## config.mk

```make
export PLATFORM = sky130hd
export DESIGN_NAME = sprite_attr_bank
export DESIGN_NICKNAME = d
export VERILOG_FILES = /design/src/rtl/sprite_mem_pkg.sv /design/src/rtl/sprite_anim_counter.sv /design/src/rtl/sprite_attr_bank.sv
export SDC_FILE = /design/constraint.sdc
export NUM_CORES = 1
export LEC_CHECK = 0
export BUFFER_PORTS_ARGS = -buffer_cell sky130_fd_sc_hd__buf_2
export CORE_MARGIN = 4
export CORE_UTILIZATION = 65
export DETAILED_ROUTE_END_ITERATION = 16
export PLACE_DENSITY = 0.86
export SYNTH_ARGS = -nofsm -noshare
export SYNTH_HDL_FRONTEND = slang
export SYNTH_HIERARCHICAL = 1
export SYNTH_SLANG_ARGS = --single-unit
```

## constraint.sdc

```tcl
create_clock -name clk -period 4 [get_ports clk]
set_clock_uncertainty 0.15 [all_clocks]
set_input_delay 0.2 -clock clk [delete_from_list [all_inputs] [get_ports clk]]
set_output_delay 0.2 -clock clk [all_outputs]
set_load 0.01 [all_outputs]
```

## src/rtl/sprite_mem_pkg.sv

```systemverilog
// Shared SpriteMem definitions: default field widths and the attribute record
// consumed by the sprite renderer.
package sprite_mem_pkg;

  localparam int unsigned DefNumSprites = 8;
  localparam int unsigned DefDimW       = 6;
  localparam int unsigned DefAnimW      = 3;

  typedef struct packed {
    logic [DefDimW-1:0]  width;
    logic [DefDimW-1:0]  height;
    logic [DefAnimW-1:0] anim_steps;
  } sprite_attr_t;

endpackage

```

## src/rtl/sprite_anim_counter.sv

```systemverilog
// Per-slot animation frame counter: wraps at steps-1 on each tick, and is held
// at zero for static sprites (steps of 0 or 1).
module sprite_anim_counter
  import sprite_mem_pkg::*;
#(
  parameter int unsigned ANIM_W = DefAnimW
) (
  input  logic              clk,
  input  logic              reset,
  input  logic              clear,
  input  logic              tick,
  input  logic [ANIM_W-1:0] steps,
  output logic [ANIM_W-1:0] frame
);

  logic [ANIM_W-1:0] frame_q, frame_d;

  // A slot write clears the frame even on a tick edge.
  always_comb begin
    frame_d = frame_q;
    if (clear) begin
      frame_d = '0;
    end else if (tick) begin
      if (steps <= ANIM_W'(1)) begin
        frame_d = '0;
      end else if (frame_q == steps - ANIM_W'(1)) begin
        frame_d = '0;
      end else begin
        frame_d = frame_q + ANIM_W'(1);
      end
    end
  end

  always_ff @(posedge clk) begin
    if (reset) begin
      frame_q <= '0;
    end else begin
      frame_q <= frame_d;
    end
  end

  assign frame = frame_q;

endmodule

```

## src/rtl/sprite_attr_bank.sv

```systemverilog
// Bank of per-sprite attribute registers with a write port, a 1-cycle indexed
// read port (zeroed when not valid) and a frame counter per slot.
module sprite_attr_bank
  import sprite_mem_pkg::*;
#(
  parameter int unsigned NUM_SPRITES = DefNumSprites,
  parameter int unsigned DIM_W       = DefDimW,
  parameter int unsigned ANIM_W      = DefAnimW,
  parameter int unsigned IDX_W       = 3
) (
  input  logic              clk,
  input  logic              reset,
  input  logic              wr_en,
  input  logic [IDX_W-1:0]  wr_idx,
  input  logic [DIM_W-1:0]  wr_width,
  input  logic [DIM_W-1:0]  wr_height,
  input  logic [ANIM_W-1:0] wr_anim_steps,
  input  logic              rd_req,
  input  logic [IDX_W-1:0]  rd_idx,
  input  logic              oe,
  input  logic              frame_tick,
  output logic              rd_valid,
  output logic              rd_err,
  output logic [DIM_W-1:0]  out_width,
  output logic [DIM_W-1:0]  out_height,
  output logic [ANIM_W-1:0] out_anim_steps,
  output logic [ANIM_W-1:0] out_anim_frame
);

  typedef struct packed {
    logic [DIM_W-1:0]  width;
    logic [DIM_W-1:0]  height;
    logic [ANIM_W-1:0] anim_steps;
  } attr_t;

  // One extra bit so NUM_SPRITES itself is representable for range checks.
  localparam logic [IDX_W:0] NumSlots = (IDX_W + 1)'(NUM_SPRITES);

  attr_t             attr_q [NUM_SPRITES];
  logic [ANIM_W-1:0] frame  [NUM_SPRITES];
  logic [NUM_SPRITES-1:0] wr_sel;

  attr_t wr_attr;
  logic  wr_hit;

  assign wr_attr = '{width: wr_width, height: wr_height, anim_steps: wr_anim_steps};
  assign wr_hit  = wr_en && ({1'b0, wr_idx} < NumSlots);

  for (genvar i = 0; i < NUM_SPRITES; i++) begin : g_slot
    assign wr_sel[i] = wr_hit && (wr_idx == IDX_W'(i));

    always_ff @(posedge clk) begin
      if (reset) begin
        attr_q[i] <= '0;
      end else if (wr_sel[i]) begin
        attr_q[i] <= wr_attr;
      end
    end

    sprite_anim_counter #(
      .ANIM_W(ANIM_W)
    ) u_anim (
      .clk   (clk),
      .reset (reset),
      .clear (wr_sel[i]),
      .tick  (frame_tick),
      .steps (attr_q[i].anim_steps),
      .frame (frame[i])
    );
  end

  attr_t             rd_attr;
  logic [ANIM_W-1:0] rd_frame;
  logic              rd_fire, rd_in_range;

  assign rd_fire     = rd_req && oe;
  assign rd_in_range = {1'b0, rd_idx} < NumSlots;

  // Read mux; a same-edge write to the addressed slot is forwarded (frame 0).
  always_comb begin
    rd_attr  = '0;
    rd_frame = '0;
    for (int unsigned i = 0; i < NUM_SPRITES; i++) begin
      if (rd_idx == IDX_W'(i)) begin
        rd_attr  = attr_q[i];
        rd_frame = frame[i];
      end
    end
    if (wr_hit && (wr_idx == rd_idx)) begin
      rd_attr  = wr_attr;
      rd_frame = '0;
    end
  end

  logic              rd_valid_q, rd_valid_d;
  logic              rd_err_q, rd_err_d;
  attr_t             out_attr_q, out_attr_d;
  logic [ANIM_W-1:0] out_frame_q, out_frame_d;

  // Zero-gated data lets several banks share a wired-OR read bus.
  always_comb begin
    rd_valid_d  = rd_fire;
    rd_err_d    = rd_fire && !rd_in_range;
    out_attr_d  = '0;
    out_frame_d = '0;
    if (rd_fire && rd_in_range) begin
      out_attr_d  = rd_attr;
      out_frame_d = rd_frame;
    end
  end

  always_ff @(posedge clk) begin
    if (reset) begin
      rd_valid_q  <= 1'b0;
      rd_err_q    <= 1'b0;
      out_attr_q  <= '0;
      out_frame_q <= '0;
    end else begin
      rd_valid_q  <= rd_valid_d;
      rd_err_q    <= rd_err_d;
      out_attr_q  <= out_attr_d;
      out_frame_q <= out_frame_d;
    end
  end

  assign rd_valid       = rd_valid_q;
  assign rd_err         = rd_err_q;
  assign out_width      = out_attr_q.width;
  assign out_height     = out_attr_q.height;
  assign out_anim_steps = out_attr_q.anim_steps;
  assign out_anim_frame = out_frame_q;

endmodule

```

== After elaboration in Yosys (flattened, before gate mapping) ==
Memory sizes are Yosys's and may differ from the RTL's.
Index checks and enable logic that the tools add are counted.

* RAM bits: 120
* Logic and storage cells: 159
* Memories kept: 1
* Input bits: 27
* Flip-flop bits (word level): 43
* Output and inout port bits: 20

* Equality and inequality tests: 23
* Order comparisons: 8
* Add/subtract/negate cells: 16
* Mux-type cells: 67
* Reduce and logical (&&, ||, !) cells: 22
* Bitwise operators: 9

{| class="wikitable"
|+ Memories
! memory !! depth !! bits a word !! read ports !! clocked after Yosys merged registers in !! write ports !! line !! text
|-
| attr_q || 8 || 15 || 8 || 0 || 8 || sprite_attr_bank.sv:39 || <nowiki>attr_t attr_q [NUM_SPRITES];</nowiki>
|}

{| class="wikitable"
|+ Operators by type and width
! operator !! count
|-
| 15-bit 2-to-1 mux || 17
|-
| 3-bit 2-to-1 mux || 24
|-
| 3-bit == test || 9
|-
| 1-bit 2-to-1 mux || 26
|-
| 3-bit by 1-bit adder with 3-bit output, second input constant || 8
|-
| 3-bit == test, second input constant || 8
|-
| 3-bit by 1-bit less-or-equal comparator with 1-bit output, second input constant || 8
|-
| 3-bit by 1-bit subtractor with 3-bit output, second input constant || 8
|-
| 2-bit OR reduction || 9
|-
| 3-bit by 2-bit == test with 1-bit output, second input constant || 4
|-
| 1-bit logical AND || 10
|-
| 1-bit bitwise OR || 8
|-
| 3-bit by 1-bit == test with 1-bit output, second input constant || 2
|-
| 3-bit logical NOT || 2
|-
| 3-bit OR reduction || 1
|-
| 1-bit NOT || 1
|}

== Logic depth before layout (Yosys ltp) ==
Gate-level depths: netlist of run 1.

* Depth in word-level cells: 10
* Gate-level depth with buffers: 7

== Hierarchy ==
Netlist of run 1, hierarchy kept.

{| class="wikitable"
|+ Modules (own cells, without submodules)
! module !! area an instance (um^2) !! cells an instance !! instances !! seq. area each (um^2)
|-
| sprite_attr_bank || 6530.0 || 512 || 1 || 3983.8
|-
| sprite_anim_counter || 264.0 || 26 || 8 || 60.1
|}

== Least setup slack after synthesis of run 1 ==
OpenSTA, ideal clock, no wires.

* Kind: input to register
* Start: input port wr_idx[2]
* End: memory attr_q[0][0] (netlist name) (enable)
* Stages: 4
* Buffers on the path: 1
* Path slack: 2.352 ns
* Library setup time: 0.331 ns
* Data arrival time: 1.168 ns
* Cells stage by stage: nand2b_1 buf_2 nor3_1 or2_2

{| class="wikitable"
|+ RTL lines
! item !! line !! text
|-
| start: declaration || sprite_attr_bank.sv:14 || <nowiki>input logic [IDX_W-1:0] wr_idx,</nowiki>
|-
| end: declaration || sprite_attr_bank.sv:39 ||
|}

== Worst setup path in the final report of run 1 ==
* Start: input port wr_idx[1]
* End: register out_attr_q, in the netlist out_width[3]

* Cells in the longest elaborated chain, start to end: 3

{| class="wikitable"
|+ Ends and longest elaborated chain
! item !! line !! text
|-
| 3-bit == test || sprite_attr_bank.sv:89 || <nowiki>if (wr_hit && (wr_idx == rd_idx)) begin</nowiki>
|-
| 1-bit logical AND || sprite_attr_bank.sv:89 ||
|-
| 15-bit 2-to-1 mux || sprite_attr_bank.sv:89 ||
|-
| end signal: assignment || sprite_attr_bank.sv:121 || <nowiki>out_attr_q <= out_attr_d;</nowiki>
|-
| end: declaration || sprite_attr_bank.sv:97 || <nowiki>attr_t out_attr_q, out_attr_d;</nowiki>
|}

Every way passes these cells.
A chain may end at the register's enable or synchronous reset.

==> qor.yml, run 1 <==
die_h_um: 123
cp_num_cells: 6
clkPwrFrac_pct: 39.9
fmax_mhz: 521
synthDominantCellAreaShare_pct: 41.7
slew_viol_final: 0
ys_types: 47
drc: 0
ys.flop_type: "edfxtp_1"
post-cts-setup-buffer-count: 0
dp.cells: 908
syn_avg_cell_area_um2: 12.0
ys_seq_area_share_pct: 51.7
rsz0062_at_grt: "no"
hp-start: "wr_width[2]"
gp_routability_congestion: 0.886
hpwl_um: 13000
setup_tns_ns: 0
p_per_area_nw_per_um2: 419
hold_viol: 0
die_area_um2: 15200
fin_cells: 942
critPathBufInv: 2
cts.sinks: 163
die_w_um: 123
cp_max_fo: 23
syn_to_final_growth_pct: 10.4
grt_pass1_wl_um: 31800
dr.pass1.iters: 5
grt_overflow: 0
globalRouteTotalUtil_pct: 28.1
drtAntennaViolNets: 0
cts_buffers: 17
cpPeakStageDelay_ns: 0.76
critPathLaunchType: "input port"
p_leak_nw: 3.73
wl_per_cell_um: 21.4
synth_xor_xnor_area_share_pct: 4.01
status: "finished, final reports clean"
min_to: "attr_q[0][56]"
switchingPower_mw: 0.972
synthMuxAreaShare_pct: 7.22
max_slew_margin_pct: 21.9
synth_edf_count: 120
cts_root_buf: "clkbuf_16"
worstPathCellList: "buf_2 > xnor2_1 > nand4_1 > buf_4 > a21boi_0 > a21oi_1"
std_cell_rows: 41
endpoint_kind: "flip-flop"
io_pins: 47
yosysTopAreaCell: "edfxtp_1"
finish.utilization_pct: 74.4
synthAdderAreaFrac_pct: 3.47
cp.required_ns: 4.20
crit_slowest_cell: "nand4_1"
syn_inst: 720
crit_arrival_ns: 2.12
async_reset_ff_share_pct: 0
r2r_start: "attr_q[0][45]"
path_class: "in2reg"
yosysWarnings: 6
crit_family: "simple AND/OR/NAND/NOR gates"
netlist_top_cells_area: "edfxtp_1 (42%), dfxtp_1 (10%), and2_1 (8.7%)"
r2r_cells: 6
cts_tree: "done"
swShare_pct: 24.3
clkTransAtPathRegs_ns: 0.06
synth_compound_area_share_pct: 11.6
ctsHoldBuffers: 2
rrSetupSlack_ns: 2.19
synth_top_family_by_area: "simple AND/OR/NAND/NOR gates"
sequentialPowerShare_pct: 49.4
intPower_mw: 3.03
num_vias: 5905
setup_viol: 0
grt_pass1_vias: 6040
seqCellArea_um2: 4460
fillers: 858
layout_min_cycle_time_ns: 1.92
layout.nets: 808
whs_path_depth: 2
hold_class: "in2reg"
synth_nets: 771
placed_area_um2: 8950
clock_latency_ns: 0.43
cts_resized: 0
layout_common_cells: "and2_1 (120), edfxtp_1 (120), buf_2 (45)"
clock_path_buffers: 2
combPwrFrac_pct: 10.7
drt_wl_total_um: 20100
worstMarginPinSlew_ns: 1.17
antenna_cells: 0
multi_input_area_um2: 3920
grt_max_degree: 62
core-area_um2: 12800
io_buffers: 45
timing.rr.end: "g_slot[3].u_anim/frame[0]"
period_share_pct: 48.0
max-cap-violations: 0
yosys.area_share.simple_pct: 19.0
vias_per_cell: 6.27
drtIter0Drc: 579
stdcell_area_um2: 9540
ir_drop_mv: 0.686
synth.cell_area_um2: 8640
drive_gt1_share_pct: 18.4
whs_ns: 0.00602
ctsHtreeMaxLevel: 4
antenna_found_initial: 0
ys_ff_latch: 163
start_util_pct: 67.4
-- Yosys cell counts, types with 3 or more instances --
cell type  number
or2b_1         10
nand2_1        19
nor3_1         13
mux2_2          5
nand4b_1        8
o211ai_2        8
a221o_1         5
a21oi_1        24
or2_2           7
o21a_1          5
a211oi_1        8
a211oi_2       16
nand3_2         8
nand2b_1       12
mux4_2          5
clkbuf_1       17
a41oi_1         8
dfxtp_1        43
inv_1          19
o21ai_0        29
buf_4           3
xnor3_1         8
edfxtp_1      120
mux4_1          4
ha_1           24
nand3b_1        8
buf_2          14
mux2i_1        35
nor3_2          4
xnor2_1         3
nor2b_1        17
o21bai_2        8
nor2_1         40
buf_6           3
a21boi_0        7
xor2_1         16
a221oi_1        5
and2_1        120
-- state kept, by name, summed over array words and instances, names as in the netlist --
name	flops
out_anim_frame	3
out_anim_steps	3
out_width	6
attr_q	120
out_height	6
g_slot.u_anim/frame	24
rd_valid	1
-- how the worst max path moves through the flow --
stage,start,end,slack [ns]
2_1_floorplan,wr_idx[2],attr_q[0][0],2.35
3_3_place_gp,reset,attr_q[1][21],1.82
3_5_place_dp,reset,attr_q[1][19],1.74
4_1_cts,wr_idx[1],out_width[3],2.15
5_1_grt,wr_idx[1],out_width[3],1.97
6_report,wr_idx[1],out_width[3],2.08
-- stage by stage --
step,setup WS (ns),power (mW)
final,2.08,4.00
after detailed placement,1.74,2.43
after global placement,1.82,2.40
after global routing,1.97,4.14
after CTS,2.15,4.00
after floorplan,2.35,2.29
-- power by group through the flow --
stage	logic (mW)	clock network, mW	registers (mW)
floorplan	0.298	0	1.99
global placement	0.398	0	2.00
detailed placement	0.420	0	2.01
CTS	0.425	1.59	1.98
global route	0.465	1.69	1.98
finish	0.429	1.60	1.98
-- layout make-up --
class / instances / share of cell area [%]
sequential: 163 / 46.8
timing repair buffer: 55 / 3.20
clock inverter: 7 / 1.09
clock buffer: 25 / 4.88
multi-input combinational: 501 / 41.0
inverter: 19 / 0.747
tap: 172 / 2.26
-- per-layer routing --
layer  up-vias  global-route usage (%)  wire length [um]
li1       2683                       -                 -
met2       289                    48.0             10300
met4         0                    9.83               569
met5         -                       0                 0
met1      2882                    35.2              7610
met3        51                    6.40              1640
-- cell families (layout without fill, tap and decap cells) --
group	count (synthesis)	after routing
fa+ha+maj	24	24
xor+xnor	27	27
simple gates	273	273
mux	49	49
other cells	1	1
flops	163	163
compound gates	127	127
buf+inv	56	106
Power figures use the tool's default switching activity.
==> run 2: changes to the inputs <==
Settings changed: ABC_AREA from default to 1, CORE_UTILIZATION 65 to 61, PLACE_DENSITY 0.86 to 0.82.
Clock period 4 ns to 1.87 ns, I/O delays scaled along.
==> qor.yml, run 2 <==
final_common_cell: "nand2_1"
synth.most_common_cell: "nand2_1"
drtAntennaViolNets: 0  # unchanged
worstPathCellList: "dlygate4sd3_1 > buf_2 > inv_4 > nand3_1 > inv_2 > dlygate4sd3_1"  # was buf_2 > xnor2_1 > nand4_1 > buf_4 > a21boi_0 > a21oi_1
ys_types: 27  # was 47
hp-start: "oe"  # was wr_width[2]
ys_seq_area_share_pct: 52.8  # was 51.7%
max-cap-violations: 0  # unchanged
whs_path_depth: 5  # was 2
start_util_pct: 63.1  # was 67.4%
std_cell_rows: 42  # was 41
io_pins: 47  # unchanged
hold_viol: 0  # unchanged
drt_wl_total_um: 20400  # was 20100 um
setup_viol: 0  # unchanged
synth.cell_area_um2: 8450  # was 8640 um^2
post-cts-setup-buffer-count: 0  # unchanged
die_w_um: 126  # was 123 um
syn_inst: 1051  # was 720
clock_path_buffers: 2  # unchanged
fin_cells: 1312  # was 942
max_slew_margin_pct: 35.6  # was 21.9%
antenna_found_initial: 0  # unchanged
cts_tree: "done"  # unchanged
rrSetupSlack_ns: 0.27  # was 2.19 ns
slew_viol_final: 0  # unchanged
synth_edf_count: 120  # unchanged
cts_root_buf: "clkbuf_16"  # unchanged
globalRouteTotalUtil_pct: 26.2  # was 28.1%
drtIter0Drc: 642  # was 579
layout_common_cells: "nand2_1 (281), nor2_1 (222), inv_1 (128)"  # was and2_1 (120), edfxtp_1 (120), buf_2 (45)
netlist_top_cells_area: "edfxtp_1 (43%), nand2_1 (12%), dfxtp_1 (10%)"  # was edfxtp_1 (42%), dfxtp_1 (10%), and2_1 (8.7%)
cp.required_ns: 2.09  # was 4.20 ns
endpoint_kind: "flip-flop"  # unchanged
critPathLaunchType: "input port"  # unchanged
clock_latency_ns: 0.43  # about the same
cts.sinks: 163  # unchanged
num_vias: 7114  # was 5905
synthDominantCellAreaShare_pct: 42.6  # was 41.7%
min_to: "out_width[1]"  # was attr_q[0][56]
fmax_mhz: 581
ys.flop_type: "edfxtp_1"  # unchanged
synth_nets: 1102  # was 771
timing.rr.end: "g_slot[7].u_anim/frame[2]"  # was g_slot[3].u_anim/frame[0]
syn_to_final_growth_pct: 14.5  # was 10.4%
cts_buffers: 17  # unchanged
place_ws_ns: 0.0628  # was 1.74 ns
fillers: 949  # was 858
yosysWarnings: 6  # unchanged
regMostFlops: "attr_q"  # unchanged
crit_slowest_cell: "dlygate4sd3_1"  # was nand4_1
die_h_um: 126  # was 123 um
rsz0062_at_grt: "no"  # unchanged
io_buffers: 45  # unchanged
p_leak_nw: 4.48  # was 3.73 nW
path_class: "in2reg"  # unchanged
drive_gt1_share_pct: 11.4  # was 18.4%
dp.cells: 1262  # was 908
layout.nets: 1174  # was 808
crit_arrival_ns: 1.94  # was 2.12 ns
hpwl_um: 14300  # was 13000 um
hold_class: "in2reg"  # unchanged
worstMarginPinSlew_ns: 0.963  # was 1.17 ns
grt_pass1_vias: 6781  # was 6040
async_reset_ff_share_pct: 0  # unchanged
syn_avg_cell_area_um2: 8.04  # was 12.0 um^2
stdcell_area_um2: 9680  # was 9540 um^2
wl_per_cell_um: 15.5  # was 21.4 um
grt_pass1_wl_um: 32600  # was 31800 um
vias_per_cell: 5.42  # was 6.27
layout_setup_ws_ns: 0.150  # was 2.08 ns
placed_area_um2: 8900  # was 8950 um^2
synth_common_cells: "nand2_1 (281), nor2_1 (222), inv_1 (129), edfxtp_1 (120), a21oi_1 (60)"  # was and2_1 (120), edfxtp_1 (120), dfxtp_1 (43), nor2_1 (40), mux2i_1 (35)
status: "finished, final reports clean"  # unchanged
layout_min_cycle_time_ns: 1.72
core-area_um2: 13400  # was 12800 um^2
r2r_start: "attr_q[1][45]"  # was attr_q[0][45]
p_per_area_nw_per_um2: 896  # was 419 nW/um^2
grt_overflow: 0  # unchanged
crit_path_frequent_cell: "dlygate4sd3_1"
grt_max_degree: 41  # was 62
cpPeakStageDelay_ns: 0.57  # was 0.76 ns
setup_tns_ns: 0  # unchanged
clkTransAtPathRegs_ns: 0.07  # was 0.06 ns
drc: 0  # unchanged
cp_max_fo: 17  # was 23
ir_drop_mv: 0.794  # was 0.686 mV
ys_ff_latch: 163  # unchanged
dr.pass1.iters: 5  # unchanged
ctsHtreeMaxLevel: 4  # unchanged
antenna_cells: 0  # unchanged
r2r_cells: 7  # was 6
gp_routability_congestion: 0.932  # was 0.886
yosysTopAreaCell: "edfxtp_1"  # unchanged
whs_ns: 0.0525  # was 0.00602 ns
die_area_um2: 15800  # was 15200 um^2
largest_reg_flops: 120  # unchanged
period_share_pct: 92.0
## run 2: kinds of logic after synthesis
kind of cell               Yosys count  synth area share, %
and+or+nand+nor                    607                 29.8
buffers and inverters              173                 8.37
DFF                                163                 52.8
AOI/OAI and AO/OA                   74                 4.38
adders and majority gates           24                 3.55
xor gates and xnor gates             9                 1.02
other                                1               0.0444
## run 2: worst max-delay path by stage
stage	start	to	slack, ns	cells past startpoint
final	reset	rd_valid	0.15	6
after global routing	reset	out_anim_steps[1]	0.04	9
after CTS	reset	rd_valid	0.06	6
after detailed placement	rd_idx[1]	out_width[2]	0.06	7
after global placement	rd_idx[1]	out_width[2]	0.13	7
after floorplan	wr_en	attr_q[0][15]	-0.10	4
## run 2: routing by layer
| layer | global-route usage (%) | share of wire (%) | vias up | wire, um |
|---|---|---|---|---|
| met2 | 46.0 | 52 | 263 | 10600 |
| met1 | 31.1 | 39 | 3300 | 7880 |
| met4 | 11.4 | 3.9 | 0 | 785 |
| met3 | 5.63 | 5.6 | 61 | 1140 |
| met5 | 0 | 0 | - | 0 |
| li1 | - | - | 3490 | - |
## run 2: what timing repair did
action | in CTS | in global routing
hold buffers | 18 | 0
setup endpoints to repair | 0 | 14
resized for setup | 0 | 3
hold endpoints to repair | 112 | 0
## run 2: stage by stage
step	total power [mW]	util [%]
after floorplan	4.89	-
after global placement	5.16	66.4
after detailed placement	5.19	66.4
after CTS	8.67	72.2
after global routing	8.99	72.2
final	8.68	72.2
## run 2: layout make-up
class	instances	area [um^2]	share of cell area, %
clock buffer	17	425	4.40
clock inverter	15	174	1.80
inverter	142	541	5.58
multi-input combinational	715	3280	33.9
sequential	163	4460	46.1
tap	176	220	2.28
timing repair buffer	84	576	5.95
## run 2: where the power goes
group / leakage (nW) / internal [mW] / switching [mW]
Clock: 0.285 / 2.00 / 1.51
Sequential: 1.51 / 4.10 / 0.123
Combinational: 2.69 / 0.318 / 0.624
Total: 4.48 / 6.42 / 2.26
## run 2: critical path, delay by kind of cell
family,cells,cell delay (ns)
buf+inv,5,1.66
simple gates,1,0.18
==> run 3: changes to the inputs <==
Settings changed: ABC_AREA 1 to default, CORE_UTILIZATION 61 to 62, PLACE_DENSITY 0.82 to 0.83.
==> qor.yml, run 3 (same netlist as run 1, synthesis figures left out) <==
regMostFlops: "attr_q"  # unchanged
cp.required_ns: 2.07  # was 2.09 ns
p_leak_nw: 4.05  # was 4.48 nW
clkTransAtPathRegs_ns: 0.06  # was 0.07 ns
r2r_cells: 6  # was 7
globalRouteTotalUtil_pct: 26.6  # was 26.2%
hold_class: "in2reg"  # unchanged
worstMarginPinSlew_ns: 0.751  # was 0.963 ns
ctsHtreeMaxLevel: 4  # unchanged
rsz0062_at_grt: "no"  # unchanged
max-cap-violations: 0  # unchanged
wl_per_cell_um: 20.3  # was 15.5 um
core-area_um2: 13500  # was 13400 um^2
critPathLaunchType: "input port"  # unchanged
layout_min_cycle_time_ns: 1.84  # was 1.72 ns
swShare_pct: 25.0  # was 26.1%
hold_viol: 0  # unchanged
largest_reg_flops: 120  # unchanged
max_slew_margin_pct: 49.9  # was 35.6%
vias_per_cell: 6.01  # was 5.42
grt_pass1_vias: 6186  # was 6781
endpoint_kind: "flip-flop"  # unchanged
rrSetupSlack_ns: 0.05  # was 0.27 ns
drive_gt1_share_pct: 22.9  # was 11.4%
finish.utilization_pct: 75.4  # was 72.2%
whs_ns: 0.0456  # was 0.0525 ns
cts_buffers: 17  # unchanged
drc: 0  # unchanged
grt_overflow: 0  # unchanged
std_cell_rows: 42  # unchanged
dr.pass1.iters: 5  # unchanged
cp_max_fo: 5  # was 17
p_per_area_nw_per_um2: 856  # was 896 nW/um^2
status: "finished, final reports clean"  # unchanged
num_vias: 6045  # was 7114
layout.nets: 867  # was 1174
cts.sinks: 163  # unchanged
die_area_um2: 15900  # was 15800 um^2
path_class: "in2reg"  # unchanged
switchingPower_mw: 2.17  # was 2.26 mW
whs_path_depth: 4  # was 5
seqCellArea_um2: 4460  # unchanged
placed_area_um2: 9330  # was 8900 um^2
antenna_found_initial: 0  # unchanged
drt_wl_total_um: 20400  # about the same
antenna_cells: 0  # unchanged
combPwrFrac_pct: 11.9  # was 10.9%
grt_pass1_wl_um: 32900  # was 32600 um
clkPwrFrac_pct: 39.5  # was 40.5%
die_w_um: 126  # about the same
crit_arrival_ns: 2.05  # was 1.94 ns
syn_to_final_growth_pct: 17.3  # was 14.5%
layout_common_cells: "and2_1 (120), edfxtp_1 (120), buf_2 (45)"  # was nand2_1 (281), nor2_1 (222), inv_1 (128)
grt_max_degree: 49  # was 41
intPower_mw: 6.51  # was 6.42 mW
clock_path_buffers: 2  # unchanged
io_pins: 47  # unchanged
start_util_pct: 64.2  # was 63.1%
ir_drop_mv: 0.648  # was 0.794 mV
stdcell_area_um2: 10100  # was 9680 um^2
io_buffers: 45  # unchanged
cts_root_buf: "clkbuf_16"  # unchanged
setup_tns_ns: 0  # unchanged
setup_viol: 0  # unchanged
fillers: 846  # was 949
period_share_pct: 98.6  # was 92.0%
gp_routability_congestion: 0.885  # was 0.932
drtIter0Drc: 496  # was 642
die_h_um: 126  # about the same
slew_viol_final: 0  # unchanged
clock_latency_ns: 0.43  # about the same
cts_tree: "done"  # unchanged
drtAntennaViolNets: 0  # unchanged
fmax_mhz: 542  # was 581 MHz
hpwl_um: 13900  # was 14300 um
sequentialPowerShare_pct: 48.6  # about the same
multi_input_area_um2: 3920  # was 3280 um^2
==> run 3: metrics by stage <==
stage	total power [mW]	setup slack [ns]	std cells
detailed placement	5.27	0.123	950
CTS	8.69	0.0744	1002
finish	8.68	0.0255	1005
global route	8.96	0.00100	1005
floorplan	4.90	0.276	720
global placement	5.21	0.167	950
==> run 3: final timing paths <==
| kind | start | end |
|---|---|---|
| hold reg to reg | g_slot[4].u_anim/frame[0] | g_slot[4].u_anim/frame[0] |
| setup reg to reg | attr_q[0][30] | g_slot[2].u_anim/frame[0] |
| hold / removal | rd_idx[0] | out_anim_frame[0] |
| setup / recovery | rd_req | out_width[4] |
==> run 3: repair_timing <==
action	in CTS	in global routing
endpoints found under the hold margin	133	0
setup endpoints to repair	0	1
resized for setup	0	0
hold buffers	20	0
buffers inserted	0	3
==> run 3: area by class of cell <==
| class | count | share of cell area, % |
|---|---|---|
| sequential | 163 | 44.0 |
| multi-input combinational | 501 | 38.6 |
| timing repair buffer | 114 | 8.69 |
| clock buffer | 20 | 4.60 |
| tap | 176 | 2.17 |
| clock inverter | 12 | 1.18 |
| inverter | 19 | 0.703 |
==> run 3: power by group through the flow <==
stage	Clock, mW	Sequential (mW)	Combinational (mW)
after detailed placement	0	4.29	0.979
after floorplan	0	4.26	0.638
final	3.43	4.22	1.04
after global placement	0	4.28	0.934
after CTS	3.45	4.22	1.02
after global routing	3.60	4.24	1.12
==> run 3: per-layer routing <==
| metal | wire length, um | global-route usage [%] | vias up |
|---|---|---|---|
| li1 | - | - | 2798 |
| met1 | 7850 | 32.9 | 2960 |
| met2 | 10600 | 46.5 | 235 |
| met3 | 1320 | 5.08 | 52 |
| met4 | 638 | 9.78 | 0 |
| met5 | 0 | 0 | - |
==> run 3: critical path: stages <==
cell,delay (ns)
dlygate4sd3_1,0.53
buf_2,0.09
nand2_1,0.06
nor2_2,0.24
dlygate4sd3_1,0.71
o21ai_0,0.13
a31oi_1,0.19
